<file path="config.mk">
export PLATFORM = sky130hd
export DESIGN_NAME = icache_fill_ctrl
export DESIGN_NICKNAME = d
export VERILOG_FILES = /design/src/rtl/icache_fill_ctrl.sv
export SDC_FILE = /design/constraint.sdc
export NUM_CORES = 2
export LEC_CHECK = 0
export CAP_MARGIN = 25
export CELL_PAD_IN_SITES_DETAIL_PLACEMENT = 2
export CELL_PAD_IN_SITES_GLOBAL_PLACEMENT = 2
export CORE_AREA = 2 2 602 604
export CTS_CLUSTER_SIZE = 30
export DETAILED_ROUTE_END_ITERATION = 7
export DIE_AREA = 0 0 604 606
export HOLD_SLACK_MARGIN = 0.1
export PLACE_DENSITY_LB_ADDON = 0.12
export SLEW_MARGIN = 0
export SYNTH_ARGS = -nofsm -noshare
export SYNTH_HDL_FRONTEND = slang
export SYNTH_SLANG_ARGS = --single-unit
</file>
<file path="constraint.sdc">
create_clock -name clk -period 2.3 [get_ports clk]
set_clock_uncertainty 0.05 [all_clocks]
set_input_delay 0.46 -clock clk [delete_from_list [all_inputs] [get_ports clk]]
set_output_delay 0.46 -clock clk [all_outputs]
set_load 0.03 [all_outputs]
</file>
<file path="src/rtl/icache_fill_ctrl.sv">
// icache_fill_ctrl -- line-fill initiator for the two-level instruction cache.
//
// When the fetch stage reports an L1 miss, the controller probes L2 with the
// line-aligned miss address. On an L2 hit the 515-bit line {fault,data} is
// copied into L1. On an L2 miss the 64-byte line is burst from the system bus
// as four 128-bit beats written into L2. L2 is then re-probed and the line is
// loaded into L1.
//
// Ports
//   clk, rst                 clock, synchronous active-high reset
//   l1_hit, l1_missadr       fetch-stage L1 tag result and miss address
//   l2_hit, l2_o             L2 tag result / line, valid the cycle after l2_adr
//   l2_adr                   L2 lookup/write address (line aligned)
//   l2_wr,l2_cnt,l2_dat,
//   l2_exv,l2_err            L2 beat write port (one strobe per bus beat)
//   l1_wr, l1_wadr, l1_dat   L1 line write port
//   nxt                      one-cycle pulse advancing the replacement LFSRs
//   busy                     fill in progress
//   cyc_o,stb_o,adr_o,
//   ack_i,err_i,exv_i,dat_i  system bus master interface
module icache_fill_ctrl #(
  parameter int AMSB     = 63,
  parameter int pTimeout = 255
) (
  input  logic          clk,
  input  logic          rst,
  input  logic          l1_hit,
  input  logic [AMSB:0] l1_missadr,
  input  logic          l2_hit,
  input  logic [514:0]  l2_o,
  output logic [AMSB:0] l2_adr,
  output logic          l2_wr,
  output logic [2:0]    l2_cnt,
  output logic [127:0]  l2_dat,
  output logic          l2_exv,
  output logic          l2_err,
  output logic          l1_wr,
  output logic [AMSB:0] l1_wadr,
  output logic [514:0]  l1_dat,
  output logic          nxt,
  output logic          busy,
  output logic          cyc_o,
  output logic          stb_o,
  output logic [AMSB:0] adr_o,
  input  logic          ack_i,
  input  logic          err_i,
  input  logic          exv_i,
  input  logic [127:0]  dat_i
);

  localparam int TW = $clog2(pTimeout + 1);
  localparam logic [AMSB:0] LINE_MASK = ~((AMSB + 1)'(63));

  typedef enum logic [2:0] {
    IDLE, L2_RD, L2_CHK, BUS, SETTLE, L1_WR, L1_WAIT, DONE
  } state_t;

  state_t        state_q;
  logic [AMSB:0] la_q;
  logic [1:0]    beat_q;
  logic [TW-1:0] to_cnt_q;
  logic [1:0]    wait_q;
  logic          refill_q;

  logic          l2_wr_q;
  logic [2:0]    l2_cnt_q;
  logic [127:0]  l2_dat_q;
  logic          l2_exv_q;
  logic          l2_err_q;
  logic          l1_wr_q;
  logic [514:0]  l1_dat_q;
  logic          nxt_q;
  logic          busy_q;
  logic          cyc_q;
  logic          stb_q;
  logic [AMSB:0] adr_q;

  logic [AMSB:0] la_d;
  logic [AMSB:0] beat_adr_d;
  logic          timeout_d;
  logic          term_d;
  logic          beat_err_d;

  assign la_d       = l1_missadr & LINE_MASK;
  assign beat_adr_d = la_q + {{(AMSB - 5){1'b0}}, beat_q, 4'b0000};
  // Counter holds the number of strobe cycles already spent on this beat;
  // the beat is forced complete in its pTimeout-th strobe cycle.
  assign timeout_d  = (to_cnt_q == TW'(pTimeout - 1));
  assign term_d     = ack_i | err_i | timeout_d;
  // ack_i together with err_i counts as an error beat.
  assign beat_err_d = err_i | timeout_d;

  always_ff @(posedge clk) begin
    if (rst) begin
      state_q  <= IDLE;
      la_q     <= '0;
      beat_q   <= '0;
      to_cnt_q <= '0;
      wait_q   <= '0;
      refill_q <= 1'b0;
      l2_wr_q  <= 1'b0;
      l2_cnt_q <= '0;
      l2_dat_q <= '0;
      l2_exv_q <= 1'b0;
      l2_err_q <= 1'b0;
      l1_wr_q  <= 1'b0;
      l1_dat_q <= '0;
      nxt_q    <= 1'b0;
      busy_q   <= 1'b0;
      cyc_q    <= 1'b0;
      stb_q    <= 1'b0;
      adr_q    <= '0;
    end else begin
      l2_wr_q <= 1'b0;
      l1_wr_q <= 1'b0;
      nxt_q   <= 1'b0;
      case (state_q)
        IDLE: begin
          if (!l1_hit) begin
            la_q    <= la_d;
            busy_q  <= 1'b1;
            state_q <= L2_RD;
          end
        end
        L2_RD: begin
          // l2_adr already carries the line address; l2_hit answers next cycle.
          state_q <= L2_CHK;
        end
        L2_CHK: begin
          // A second miss after our own refill still loads L1 from l2_o,
          // otherwise a line that never sticks in L2 would loop forever.
          if (l2_hit || refill_q) begin
            l1_dat_q <= l2_o;
            l1_wr_q  <= 1'b1;
            state_q  <= L1_WR;
          end else begin
            beat_q   <= '0;
            to_cnt_q <= '0;
            cyc_q    <= 1'b1;
            stb_q    <= 1'b1;
            adr_q    <= la_q;
            state_q  <= BUS;
          end
        end
        BUS: begin
          if (stb_q) begin
            if (term_d) begin
              l2_dat_q <= beat_err_d ? '0 : dat_i;
              l2_err_q <= beat_err_d;
              l2_exv_q <= exv_i;
              l2_cnt_q <= {1'b0, beat_q};
              l2_wr_q  <= 1'b1;
              stb_q    <= 1'b0;
              to_cnt_q <= '0;
              if (beat_q == 2'd3) begin
                cyc_q    <= 1'b0;
                refill_q <= 1'b1;
              end else begin
                beat_q <= beat_q + 2'd1;
              end
            end else begin
              to_cnt_q <= to_cnt_q + TW'(1);
            end
          end else if (cyc_q) begin
            // Strobe-low gap after a termination; start the next beat.
            stb_q <= 1'b1;
            adr_q <= beat_adr_d;
          end else begin
            // Gap after the last beat (its l2_wr pulses here); bus is released.
            wait_q  <= 2'd2;
            state_q <= SETTLE;
          end
        end
        SETTLE: begin
          // Lets the L2 write pipeline and registered read catch up before
          // the re-probe.
          if (wait_q == 2'd0) begin
            state_q <= L2_RD;
          end else begin
            wait_q <= wait_q - 2'd1;
          end
        end
        L1_WR: begin
          wait_q  <= 2'd1;
          state_q <= L1_WAIT;
        end
        L1_WAIT: begin
          // Covers the L1 tag write and the delayed data write.
          if (wait_q == 2'd0) begin
            nxt_q   <= 1'b1;
            busy_q  <= 1'b0;
            state_q <= DONE;
          end else begin
            wait_q <= wait_q - 2'd1;
          end
        end
        DONE: begin
          // l1_hit is not looked at here: it may still show the stale miss.
          refill_q <= 1'b0;
          state_q  <= IDLE;
        end
        default: state_q <= IDLE;
      endcase
    end
  end

  assign l2_adr  = la_q;
  assign l1_wadr = la_q;
  assign l2_wr   = l2_wr_q;
  assign l2_cnt  = l2_cnt_q;
  assign l2_dat  = l2_dat_q;
  assign l2_exv  = l2_exv_q;
  assign l2_err  = l2_err_q;
  assign l1_wr   = l1_wr_q;
  assign l1_dat  = l1_dat_q;
  assign nxt     = nxt_q;
  assign busy    = busy_q;
  assign cyc_o   = cyc_q;
  assign stb_o   = stb_q;
  assign adr_o   = adr_q;

endmodule
</file>
==> run summary <==
Worst path max stage delay: 0.51 ns
asr flop ratio synth: 0%
total stage count of the critical path: 1
CP max FO: 2
Worst Path Arrival: 1.67 ns
I/O Buffers: 1536
r2r setup slk: 0.24 ns
CP top delay family: buffers and inverters
Critical Path Source: l1_dat[58]
Pre-antenna DRT Iters: 4
Via density: 3.085
Power Density: 708.4 mW/mm2
DR WL/cell: 22.97 um
Final Slew Violations: 0
dpl hpwl: 188700 um
register area share after synthesis: 56.68%
final worst-path cycle share: 94.96%
Routed Antenna Nets: 0
Area growth syn-to-layout: 105.1%
full die area: 0.3660 mm2
Starting Density: 7.715%
Synth Instances: 3345
Clock Tree Root: clkbuf_16
max cap viols: 0
routability cong.: 0.7427
cts bufs inserted: 134
pin count of the biggest net entering global routing: 96
Core ar.: 0.3603 mm2
cells on worst reg2reg path: 7
GRT Total Usage: 12.24%
area leader, netlist: dfxtp_1
Final Power: 40.40 mW
CP Capture Point: l1_dat[58]
CP Cell Sequence: dlygate4sd2_1
outcome: finished clean
GRT overflow: 0
1st-iter DRT viols: 891
Buf/Inv on CP: 1
die width: 604 um
Slew @ Worst Pin: 0.7250 ns
Post-synth EDFFs: 0
Slew HR: 51.67%
CP startpoint kind: register
Hold Vio Cnt, Final: 0
clock latency on the worst-skew pair: 0.78 ns
required time of the critical path: 1.79 ns
vias in the first global route: 33.97k
leak pwr: 22.46 nW
most frequent cells after synthesis: 1277 x nand2_1, 787 x dfxtp_1, 650 x a21oi_1
share of cells above drive strength 1: 10.01%
post-synthesis cell type count: 46
Site Rows: 221
top cell type's share of synthesized area: 56.68%
peak supply drop: 0.4010 mV
Hold Crit Class: in2reg
Final Non-Filler Cells: 10.19k
Crit. End Element: output port
DRC errors left: 0
CTS tree: yes
htree depth: 4
io pins: 1560
Synth Flop Type: dfxtp_1
Seq cells post-synth: 787
Area after DPL: 0.04933 mm2
Post-CTS Setup Inserts: 0
crit path time final: 2.184 ns
Reg-to-Reg Start: state_q[1]
CTS sink count: 787
Reg-to-Reg End: l1_dat[240]
fmax: 0.4578 GHz
CTS max path bufs: 4
antenna violations before repair: 114
mapped cell area: 0.02780 mm2
Final setup viols: 0
CP max-delay cell: dlygate4sd2_1
die height: 606 um
most common cell in the netlist: nand2_1
Avg Cell Area, Syn: 8.310 um2
final WL: 234000 um
clk slew on worst S/H paths: 0.06 ns
RSZ-0062 raised after global routing: no
Syn. warnings: 0
nets: 5987
# placed instances: 9510
via count: 31.43k
largest cells by area after synthesis: dfxtp_1 57%, nand2_1 17%, a21oi_1 12%, a22o_1 4.1%, buf_4 3.6%
Final Cell Area: 0.05702 mm2
Layout Utilization: 15.83%
CP Class: reg2out
global-route wire length before repair: 309000 um
worst min-delay path by stage:
stage,start,to,cells past startpoint
2_1_floorplan,l1_wadr[10],adr_o[10],2
3_3_place_gp,l1_dat[209],l1_dat[209],2
3_5_place_dp,l1_dat[445],l1_dat[445],2
4_1_cts,l1_missadr[9],l1_wadr[9],3
5_1_grt,dat_i[73],l2_dat[73],2
6_report,l2_o[43],l1_dat[43],3
layer usage:
metal	up-vias	track usage [%]	share of wire, %
met4	56	2.703	2.4
met1	15220	12.79	37
met3	353	4.684	8.5
li1	14760	-	-
met5	-	0	0.15
met2	1039	22.94	52
cell type report:
| type | count | area (um2) |
|---|---|---|
| antenna | 39 | 97.59 |
| clock buffer | 209 | 4011 |
| clock inverter | 13 | 176.4 |
| fill | 41720 | 303300 |
| inverter | 7 | 26.28 |
| multi-input combinational | 2187 | 10050 |
| sequential | 787 | 15770 |
| tap | 4794 | 5998 |
| timing repair buffer | 2152 | 20890 |
worst reg2reg max path, cell delays in order (launching register included):
cell and delay (ns):
dfxtp_1 0.51, nand2b_1 0.15, nor3_2 0.22, buf_4 0.28, buf_12 0.24, buf_12 0.31, nand2_1 0.12, a21oi_1 0.12
what timing repair did:
item	CTS	global route
setup endpoints to repair	797	0
gates resized for setup	1079	0
hold buffers	417	0
hold endpoints to repair	432	0
kinds of logic after synthesis:
kind of cell               count (synthesis)  synth area share, %
and+or+nand+nor                         1341                18.59
buffers and inverters                    387                7.598
AOI/OAI and AO/OA                        825                16.94
DFF                                      787                56.68
adders and majority gates                  4               0.1800
other                                      1              0.01349
per-stage QoR:
stage | setup WS (ns) | setup TNS (ns) | hold slack (ns)
6_report | 0.1158 | 0 | 0.2105
5_1_grt | 0.002323 | 0 | 0.1469
4_1_cts | 0.0007571 | 0 | 0.1003
3_5_place_dp | -0.1900 | -36.23 | 0.3978
3_3_place_gp | -0.1544 | -25.31 | 0.3916
2_1_floorplan | 0.4756 | 0 | 0.4089
flip-flops by register name, indices dropped and copies added (netlist names), 2 cells and up:
name      cells
adr_o        60
beat_q        2
l1_dat      515
l1_wadr      58
l2_cnt        2
l2_dat      128
state_q       3
to_cnt_q      8
wait_q        2
report_power, final:
group / switching [mW] / internal [mW]
Clock: 7.98 / 12.2
Sequential: 0.350 / 14.0
Combinational: 3.16 / 2.62
Total: 11.5 / 28.9
cell usage in the layout (no fill, tap or decap), drive strengths merged, types with 7 or more instances in the layout:
cell type,instances
nor2,18
inv,9
clkbuf,209
nand2,1277
o21ai,18
dlygate4sd3,417
dlygate4sd2,654
nor3,8
nand3,12
dfxtp,787
conb,17
buf,247
clkdlybuf4s15,127
diode,39
clkinv,7
a21oi,650
a22o,131
clkdlybuf4s50,706
(Power assumes the default switching activity.)
